<file path="src/rtl/switch_game_core.sv">
// switch_game_core: switch reaction game core (prompt, settle-judged moves, score, countdown).
// Define SWGAME_HISCORE_EN to build the session high-score register; otherwise high_score reads 0.
module switch_game_core #(
    parameter int          N_SW          = 10,
    parameter int          SCORE_W       = 7,
    parameter int          TIME_W        = 6,
    parameter int          GAME_SECONDS  = 20,
    parameter int          TICK_CYCLES   = 50_000_000,
    parameter int          SETTLE_CYCLES = 500_000,
    parameter logic [15:0] LFSR_SEED     = 16'hACE1
) (
    input  logic               clk,
    input  logic               reset,
    input  logic               start,
    input  logic [N_SW-1:0]    sw,
    output logic [N_SW-1:0]    led,
    output logic [SCORE_W-1:0] score,
    output logic [SCORE_W-1:0] high_score,
    output logic [TIME_W-1:0]  time_left,
    output logic               playing,
    output logic               game_over,
    output logic               timed_out
);
    localparam int PRE_W = TICK_CYCLES > 1 ? $clog2(TICK_CYCLES) : 1;
    localparam int SET_W = SETTLE_CYCLES > 1 ? $clog2(SETTLE_CYCLES) : 1;

    typedef enum logic [2:0] {IDLE, PROMPT, WAIT, SETTLE, OVER} state_t;

    state_t            state;
    logic [15:0]       lfsr;
    logic [N_SW-1:0]   sw_m, sw_s, sw_last, base, expected, mask;
    logic [7:0]        cand, idx, prev;
    logic [PRE_W-1:0]  presc;
    logic [SET_W-1:0]  cnt;
    logic              tick, timeout, expire, hit, back;

    always_comb begin
        cand    = lfsr[7:0] % 8'(N_SW);
        idx     = cand == prev ? 8'((cand + 8'd1) % 8'(N_SW)) : cand;
        mask    = N_SW'(1) << idx;
        tick    = playing && presc == PRE_W'(TICK_CYCLES - 1);
        timeout = tick && time_left == TIME_W'(1);
        expire  = state == SETTLE && sw_s == sw_last && cnt == '0;
        hit     = expire && sw_s == expected;
        back    = expire && sw_s == base;
    end

    always_ff @(posedge clk or posedge reset) begin
        if (reset) begin
            state     <= IDLE;
            lfsr      <= LFSR_SEED;
            sw_m      <= '0;
            sw_s      <= '0;
            sw_last   <= '0;
            base      <= '0;
            expected  <= '0;
            prev      <= 8'hFF;
            presc     <= '0;
            cnt       <= '0;
            led       <= '0;
            score     <= '0;
            time_left <= TIME_W'(GAME_SECONDS);
            playing   <= 1'b0;
            game_over <= 1'b0;
            timed_out <= 1'b0;
        end else begin
            lfsr    <= {lfsr[14:0], lfsr[15] ^ lfsr[13] ^ lfsr[12] ^ lfsr[10]};
            sw_m    <= sw;
            sw_s    <= sw_m;
            sw_last <= sw_s;
            if (playing) presc <= tick ? '0 : presc + 1'b1;
            if (tick) time_left <= time_left - 1'b1;
            // The final tick pre-empts whatever the FSM would have done this cycle.
            if (timeout) begin
                state     <= OVER;
                playing   <= 1'b0;
                game_over <= 1'b1;
                timed_out <= 1'b1;
                led       <= '1;
            end else begin
                case (state)
                    IDLE, OVER: if (start) begin
                        state     <= PROMPT;
                        playing   <= 1'b1;
                        game_over <= 1'b0;
                        timed_out <= 1'b0;
                        score     <= '0;
                        time_left <= TIME_W'(GAME_SECONDS);
                        presc     <= '0;
                        led       <= '0;
                    end
                    PROMPT: begin
                        led      <= mask;
                        base     <= sw_s;
                        expected <= sw_s ^ mask;
                        prev     <= idx;
                        state    <= WAIT;
                    end
                    WAIT: if (sw_s != base) begin
                        state <= SETTLE;
                        cnt   <= SET_W'(SETTLE_CYCLES - 1);
                    end
                    SETTLE: begin
                        if (sw_s != sw_last) cnt <= SET_W'(SETTLE_CYCLES - 1);
                        else if (cnt != '0) cnt <= cnt - 1'b1;
                        else if (hit) begin
                            score <= &score ? score : score + 1'b1;
                            state <= PROMPT;
                        end else if (back) state <= WAIT;
                        else begin
                            state     <= OVER;
                            playing   <= 1'b0;
                            game_over <= 1'b1;
                            led       <= '1;
                        end
                    end
                    default: state <= IDLE;
                endcase
            end
        end
    end

`ifdef SWGAME_HISCORE_EN
    logic [SCORE_W-1:0] best;

    // Every way into OVER: final tick, or a settled value that is neither target nor origin.
    always_ff @(posedge clk or posedge reset) begin
        if (reset) best <= '0;
        else if (timeout || (expire && !hit && !back)) best <= score > best ? score : best;
    end

    assign high_score = best;
`else
    assign high_score = '0;
`endif
endmodule
</file>
<file path="config.mk">
export PLATFORM = sky130hd
export DESIGN_NAME = switch_game_core
export DESIGN_NICKNAME = d
export VERILOG_FILES = /design/src/rtl/switch_game_core.sv
export SDC_FILE = /design/constraint.sdc
export NUM_CORES = 1
export LEC_CHECK = 0
export BUFFER_PORTS_ARGS = -buffer_cell sky130_fd_sc_hd__buf_4
export CAP_MARGIN = 30
export CORE_MARGIN = 2
export CORE_UTILIZATION = 55
export CTS_CLUSTER_DIAMETER = 100
export DETAILED_ROUTE_END_ITERATION = 7
export PLACE_DENSITY = 0.79
export SLEW_MARGIN = 20
export SYNTH_ARGS = -nofsm -noshare
export SYNTH_HDL_FRONTEND = slang
export SYNTH_SLANG_ARGS = --single-unit
</file>
<file path="constraint.sdc">
create_clock -name clk -period 4.4 [get_ports clk]
set_input_delay 0.44 -clock clk [delete_from_list [all_inputs] [get_ports clk]]
set_output_delay 0.44 -clock clk [all_outputs]
set_load 0.02 [all_outputs]
</file>
; After elaboration in Yosys (flattened, before gate mapping)
; Cells that the tools add are included.
[op_classes]
bitwise_logic = 5
n_reduce_logical = 24
n_mux = 51
n_addsub = 5
n_div = 2
shifts = 1
n_eq_ne = 25
[op_table]
columns = operator, n
row1 = $mux 26, 5
row2 = $mux 10, 6
row3 = $mux 19, 3
row4 = $pmux 19 s2, 1
row5 = $mux 7, 5
row6 = $eq 10x10->1, 3
row7 = $pmux 10 s3, 1
row8 = $add 26x1->26 const B, 1
row9 = $eq 26x26->1 const B, 1
row10 = $mux 6, 4
row11 = $mux 3, 7
row12 = $ne 10x10->1, 2
row13 = $logic_not 19->1, 1
row14 = $reduce_bool 19->1, 1
row15 = $sub 19x1->19 const B, 1
row16 = $ne 3x3->1 const B, 6
row17 = $mod 8x4->8 const B, 2
row18 = $mux 1, 14
row19 = $pmux 7 s2, 1
row20 = $reduce_and 7->1, 2
row21 = $ne 2x2->1 const B, 6
row22 = $pmux 3 s4, 1
row23 = $reduce_and 6->1, 2
row24 = $shl 1x8->10 const A, 1
row25 = 22 further kinds, 36
[word_totals]
input_bits = 13
output_inout_bits = 33
wordCells = 129
reg_bits = 148

; Logic depth before layout (Yosys ltp)
; Gate-level depths: netlist of run 1.
[logic_depth]
ltp_word = 10
depth_mapped = 17
depth_no_buf = 15

; Worst setup path after synthesis of run 1
; Ideal clock, no wire load.
[synth_path]
path_type = register to register
from = reg lfsr[7]
to = reg expected[8]
slack_ns = 0.367
required_ns = 4.269
arrival_ns = 3.901
path_buffers = 2
synth_period_minus_slack_ns = 4.033
path_stages_with_launch = 18
setup_ns = 0.131
path_cell_list = dfstp_2 buf_6 clkbuf_1 o21ai_0 o211ai_1 and3_4 a41oi_2 a31oi_4 inv_1 ha_1 xnor2_1 ha_1 inv_1 a2111oi_0 o31ai_2 nor4_1 xnor2_1 o21ai_1
[synth_between]
elab_chain_cells = 6
elab_cells_between_ends = 7
classes_between = 1 x add/sub / 2 x div / 1 x eq/ne / 1 x shift / 1 x mux / 1 x bitwise
[synth_lines]
columns = item, line
row1 = start: declaration, 30  ; logic [15:0] lfsr;
row2 = start signal: assignment, 67  ; lfsr <= {lfsr[14:0], lfsr[15] ^ lfsr[13] ^ lfsr[12] ^ lfsr[10]};
row3 = $mod 8x4->8 *, 38  ; cand = lfsr[7:0] % 8'(N_SW);
row4 = $add 8x1->8, 39  ; idx = cand == prev ? 8'((cand + 8'd1) % 8'(N_SW)) : cand;
row5 = $mod 8x4->8, 39
row6 = $mux 8 *, 39
row7 = $shl 1x8->10 *, 40  ; mask = N_SW'(1) << idx;
row8 = $xor 10x10->10 *, 95  ; expected <= sw_s ^ mask;
row9 = end signal: assignment, 95
row10 = end: declaration, 31  ; logic [N_SW-1:0] sw_m, sw_s, sw_last, base, expected, mask;
; Every way passes the cells marked *; elsewhere a longest branch is shown, timed or not.
; A chain may end at the register's enable or synchronous reset.

; Final worst setup path of run 1
[layout_path]
from = reg lfsr[7]
to = reg expected[3]
; Same word-level chain as after synthesis.

==> flow_summary.yaml, run 1 <==
outcome:
  status: "finished clean"
critical_path:
  crit_type: "flip-flop to flip-flop"
  cp.required_ps: 4680
  crit_arrival_ps: 4490
  path_max_fanout: 15
  slowest_delay_ps: 520
  cpMaxStageDelayCell: "dfstp_4"
  cp-start-kind: "flip-flop"
  cp_top_family: "compound AO/OA/AOI/OAI gates"
  crit_buf_inv: 3
  crit_chain: "buf_4, nor4b_2, a2111oi_0, o21bai_2, a31oi_4, inv_1, ha_1, inv_1, ha_1, or4_1, a21o_1, a2111oi_2, xnor2_1, o21ai_1"
  end_kind: "flip-flop"
min_path:
  hp-class: "input pin to asynchronous set/reset pin"
yosys:
  synth_top_area_share_pct: 42.7
  synth_area_leaders: "dfrtp_1 43%, xor2_1 6.3%, dfstp_2 6.2%"
  synthFlopType: "dfrtp_1"
  synth_seq_cells: 148
  synthMuxAreaShare_pct: 0.722
  synth_adder_area_share_pct: 1.64
  syn_avg_cell_area_um2: 9.78
  syn-cell-area_um2: 7620
  yosys.area.top_type: "dfrtp_1"
  synthCells: 780
  ys_seq_area_share_pct: 48.9
  synth_top_family_by_area: "simple AND/OR/NAND/NOR gates"
  synth-edff-count: 0
  synth_cell_types: 70
  yosys.area_share.simple_pct: 22.3
  ys_warn_count: 0
  async_reset_ff_share_pct: 100
  synthXorXnorAreaFrac_pct: 11.1
  synth_compound_area_share_pct: 10.9
route:
  routed_wirelength_um: 15700
  vias: 5772
  post_drt_wl_per_cell_um: 15.8
  drc: 0
  drt_iter0_drc: 492
  drt_first_pass_iters: 5
  viasPerCell: 5.80
  detail-route-antenna-nets: 0
power:
  power_w: 0.00439
  peakVddDrop_mv: 0.397
  power_density_nw_per_um2: 508
  leakagePower_nw: 3.72
timing:
  fin_crit_sh_pct: 95.6
  fin_crit_ps: 4210
  worstMarginPinSlew_ps: 898
  hold_viol: 0
  slew_violations: 0
  slew_headroom_pct: 38.6
  setup_violations: 0
  fin_skew_ps: 8.47
  fmax_mhz: 238
  whs_ps: 54.0
finish:
  drive_gt1_share_pct: 16.7
  postLayoutCoreUtil_pct: 63.0
  postLayoutCellArea_um2: 8640
  final_cell_mix: "127 x dfrtp_1, 93 x nor2_1, 86 x nand2_1"
  final_nets: 826
  area_growth_pct: 13.4
  n_antenna_cell: 0
  fin_cells: 996
  final_common_cell: "dfrtp_1"
die:
  die_width_um: 122
  io_pins: 46
  die_h_um: 122
  start_util_pct: 55.6
  rows: 43
  die-area_um2: 14800
  core-area_um2: 13700
place:
  numPortBuffers: 38
  gp_congestion: 0.876
  placed_cell_area_um2: 7950
  dp.cells: 962
  dp_hpwl_um: 10500
clock_tree:
  tritoncts: "yes"
  htree_levels: 4
  cts_buffers: 17
  clock_path_buffers: 2
  cts_sinks: 148
  clkTransAtPathRegs_ps: 60
  root_buffer: "clkbuf_16"
  clkLatencyLatePin_ps: 420
  holdBufCountCts: 0
grt:
  grt_pass1_wl_um: 25700
  grt_antenna_before_repair: 0
  overflow: 0
  grt_util_all_layers_pct: 22.0
  grt_pass1_vias: 5380
  grt_max_degree: 59
flow_run:
  cap_violations: 0
## cell usage after synthesis (all sizes together), types with 9 or more instances
master	n
nor4	22
dfrtp	130
and3	9
nand3	28
xnor2	41
nand4	11
nor2	93
ha	10
clkbuf	30
inv	17
dfstp	18
a21oi	19
nand2	86
nor3	14
a31oi	13
buf	20
xor2	55
o21ai	36
## sequential cells by signal (all words and copies together) (netlist names), 7 cells and up
name / flops
sw_s: 10
prev: 8
expected: 10
presc: 26
base: 10
sw_last: 10
cnt: 19
led: 10
score: 7
sw_m: 10
lfsr: 16
## through the flow
stage	setup slack [ps]	setup TNS [ps]
6_report	193	0
5_1_grt	-18.6	-40.2
4_1_cts	23.4	0
3_5_place_dp	-28.1	-31.0
3_3_place_gp	212	0
2_1_floorplan	10.1	0
## path summary, 6_finish.rpt
| kind | endpoint | startpoint | slack (ps) | cells after the start |
|---|---|---|---|---|
| max | expected[3]$_DFFE_PP0P_ | lfsr[7]$_DFF_PP1_ | 190 | 14 |
| max in group asynchronous | presc[24]$_DFF_PP0_ | reset | 3370 | 3 |
| min in group clk | sw_m[7]$_DFF_PP0_ | sw[7] | 120 | 1 |
| max reg2reg | expected[3]$_DFFE_PP0P_ | lfsr[7]$_DFF_PP1_ | 190 | 14 |
| min | sw_m[7]$_DFF_PP0_ | reset | 50 | 2 |
| min reg2reg | sw_s[5]$_DFF_PP0_ | sw_m[5]$_DFF_PP0_ | 350 | 0 |
## routing by layer
| layer | vias up | track usage (%) | part of all wire, % |
|---|---|---|---|
| met3 | 25 | 4.49 | 4.4 |
| met2 | 175 | 35.2 | 49 |
| li1 | 2731 | - | - |
| met5 | - | 0 | 0 |
| met1 | 2841 | 28.8 | 44 |
| met4 | 0 | 10.2 | 2.0 |
## worst reg2reg max path: cells and delay by family (launching register included)
family | cells | cell delay [ps]
AOI/OAI and AO/OA | 6 | 1370
and+or+nand+nor | 2 | 860
adders and majority gates | 2 | 680
DFF | 1 | 520
buffers and inverters | 3 | 470
xor gates and xnor gates | 1 | 170
## power by group
part | leakage (nW) | internal [W] | switching (W)
registers | 1.80 | 0.00160 | 0.000207
logic | 1.62 | 0.000425 | 0.000726
clock network | 0.301 | 0.000901 | 0.000530
## logic make-up after synthesis
logic type      count (synthesis)
flops                         148
fa+ha+maj                      10
xor+xnor                       96
simple gates                  335
mux                             5
buf+inv                        67
compound gates                118
other cells                     1
## final cells by class
type                            instances  area [um2]
Multi-Input combinational cell        571        3650
Sequential cell                       148        3750
Fill cell                            1097        5070
Clock buffer                           22         494
Inverter                               17        68.8
Timing Repair Buffer                   48         360
Clock inverter                         10         103
Tap cell                              180         225
## timing repair
action,4_1_cts,5_1_grt
buffers inserted,0,1
gates resized for setup,1,20
cloned,0,0
endpoints found under the setup margin,4,15
Note: power is estimated with default switching activity, not from simulation.
==> run 2, diff against run 1 <==
ABC_AREA = 1   (was unset)
==> run 2 against run 1 <==
  * Final cell count is 20% higher
  * Global-route usage up 2.1 points
  * Largest power group unchanged
  * Critical path type unchanged
  * Worst setup slack better by 58 ps
  * Power increased by 1.9%
  * Routed wire length increased by 8.7%
  * Sequential power shrank 3%
  * Sequential share of layout area fell by 1.6 points
  * Final area grew 3.2%
==> flow_summary.yaml, run 2 <==
outcome:
  status: "finished clean"
yosys:
  syn_avg_cell_area_um2: 8.09
  ys_warn_count: 0
  ys_seq_area_share_pct: 48.3
  yosysMostFrequentCell: "nand2_1"
  ys_top_cells_by_count: "164 x nand2_1, 130 x dfrtp_1, 127 x inv_1"
  synth_area_leaders: "dfrtp_1 42%, nand2_1 8.0%, inv_1 6.2%"
  synth_seq_cells: 148
  synthFlopType: "dfrtp_1"
  synth-edff-count: 0
  synthCells: 954
  synth_top_area_share_pct: 42.2
  synth_cell_types: 47
  syn-cell-area_um2: 7710
  yosys.area.top_type: "dfrtp_1"
  async_reset_ff_share_pct: 100
place:
  gp_congestion: 0.915
  numPortBuffers: 38
  place_ws_ps: 418
  placed_cell_area_um2: 8190
  dp_hpwl_um: 11700
  dp.cells: 1161
die:
  core-area_um2: 13800
  start_util_pct: 56.0
  die_h_um: 122
  die-area_um2: 15000
  die_width_um: 122
  rows: 43
  io_pins: 46
timing:
  hold_viol: 0
  slew_violations: 0
  fin_crit_ps: 4150
  fin_crit_sh_pct: 94.3
  fin_skew_ps: 7.16
  setup_violations: 0
  fmax_mhz: 241
  slew_headroom_pct: 37.5
  worst_slack_ps: 251
  whs_ps: 110
  worstMarginPinSlew_ps: 937
route:
  routed_wirelength_um: 17100
  vias: 6595
  post_drt_wl_per_cell_um: 14.2
  drt_first_pass_iters: 5
  viasPerCell: 5.50
  drt_iter0_drc: 726
  drc: 0
  detail-route-antenna-nets: 0
power:
  power_frac_seq_pct: 39.1
  power_w: 0.00448
  p_comb_share_pct: 29.1
  leakagePower_nw: 4.14
  p_sw_w: 0.00161
  peakVddDrop_mv: 0.411
  p_sw_share_pct: 36.0
  clkPwrFrac_pct: 31.9
  internal-power_w: 0.00287
  power_density_nw_per_um2: 502
finish:
  n_antenna_cell: 0
  area_growth_pct: 15.7
  top_regs: "presc (26), cnt (19), lfsr (16)"
  postLayoutCellArea_um2: 8920
  drive_gt1_share_pct: 15.1
  largest_reg_flops: 26
  fin_cells: 1199
  final_nets: 1029
  largest_register: "presc"
  final_cell_mix: "158 x nand2_1, 130 x dfrtp_1, 126 x inv_1"
  final_common_cell: "nand2_1"
critical_path:
  r2r_cells: 28
  cp-start-kind: "flip-flop"
  end_kind: "flip-flop"
  crit_buf_inv: 6
  r2r_start: "lfsr[6]$_DFF_PP1_"
  path_max_fanout: 15
  crit_top_cell: "nand2_2"
  crit_type: "flip-flop to flip-flop"
  cp.required_ps: 4750
  r2r-end: "led[2]$_DFFE_PP0P_"
  r2r_setup_slack_ps: 250
  slowest_delay_ps: 570
  cpMaxStageDelayCell: "dfstp_2"
  crit_arrival_ps: 4500
  cp.depth: 28
  cp_top_family: "simple AND/OR/NAND/NOR gates"
min_path:
  min_from: "sw[2]"
  hold_depth: 1
  hp-class: "input pin to flip-flop"
  min_to: "sw_m[2]$_DFF_PP0_"
grt:
  overflow: 0
  grt_antenna_before_repair: 0
  grt_max_degree: 82
  grt_pass1_wl_um: 28300
  grt_pass1_vias: 6084
  grt_util_all_layers_pct: 24.1
clock_tree:
  holdBufCountCts: 0
  clock_path_buffers: 2
  htree_levels: 4
  clkLatencyLatePin_ps: 430
  root_buffer: "clkbuf_16"
  cts_buffers: 17
  clkTransAtPathRegs_ps: 60
  tritoncts: "yes"
  cts_sinks: 148
flow_run:
  cap_violations: 0
## run 2: changes by cell type after synthesis, moves of 13 or more
cell	change
a21oi_1	+24
clkbuf_1	-15
inv_1	+110
nand2_1	+78
nand2_2	+13
nand3_1	+54
nand4_1	+20
nor2_1	+33
nor3_1	+18
o21ai_0	+17
xnor2_1	-27
xor2_1	-37
## run 2: repair_timing
action / in CTS / in global routing
buffers inserted: 0 / 4
endpoints found under the setup margin: 0 / 20
endpoints found under the hold margin: 0 / 0
resized for setup: 0 / 23
## run 2: layer usage
metal | vias up | track usage (%) | share of wire, %
met5 | - | 0 | 0
met4 | 0 | 8.48 | 1.8
met3 | 30 | 6.13 | 6.5
met2 | 221 | 36.9 | 47
met1 | 3102 | 33.2 | 45
li1 | 3242 | - | -
## run 2: worst reg2reg max path: cells and delay by family (launching register included)
kind	cells	cell delay (ps)
buffers and inverters	6	680
AO/OA/AOI/OAI	4	890
AND/OR/NAND/NOR	17	1770
flip-flops	1	570
adder cells (fa/ha/maj)	1	140
## run 2: cell type report
| cell class | count | area [um2] |
|---|---|---|
| clock buffers | 18 | 429 |
| flip-flops and latches | 148 | 3730 |
| multi-input cells | 659 | 3510 |
| inverters | 131 | 497 |
| fillers | 1168 | 4850 |
| repair buffers | 49 | 380 |
| clock inverters | 14 | 154 |
| well taps | 180 | 225 |
## run 2: cells by family after synthesis
logic type / synth area share, %
AOI/OAI and AO/OA: 9.49
other: 0.0486
adders and majority gates: 1.62
and+or+nand+nor: 29.0
DFF: 48.3
buffers and inverters: 8.03
xor gates and xnor gates: 3.52
## run 2: worst max path at each step
| stage | startpoint | endpoint |
|---|---|---|
| after CTS | lfsr[5]$_DFF_PP1_ | led[2]$_DFFE_PP0P_ |
| after global placement | lfsr[5]$_DFF_PP1_ | led[2]$_DFFE_PP0P_ |
| after floorplan | reset | base[0]$_DFFE_PP0P_ |
| after detailed placement | lfsr[5]$_DFF_PP1_ | led[2]$_DFFE_PP0P_ |
| final | lfsr[6]$_DFF_PP1_ | led[2]$_DFFE_PP0P_ |
| after global routing | lfsr[7]$_DFF_PP1_ | led[2]$_DFFE_PP0P_ |
## run 2: metrics by stage
stage / utilization, % / setup TNS (ps)
detailed placement: 59.5 / 0
global placement: 59.5 / 0
CTS: 63.7 / 0
finish: 64.8 / 0
floorplan: - / 0
global route: 64.8 / -675
## run 2: power groups by stage
stage          clock network, W  logic [W]  registers, W
5_1_grt                 0.00152    0.00146       0.00177
6_report                0.00143    0.00130       0.00175
3_3_place_gp                  0    0.00124       0.00176
3_5_place_dp                  0    0.00126       0.00176
4_1_cts                 0.00145    0.00127       0.00174
2_1_floorplan                 0   0.000854       0.00179
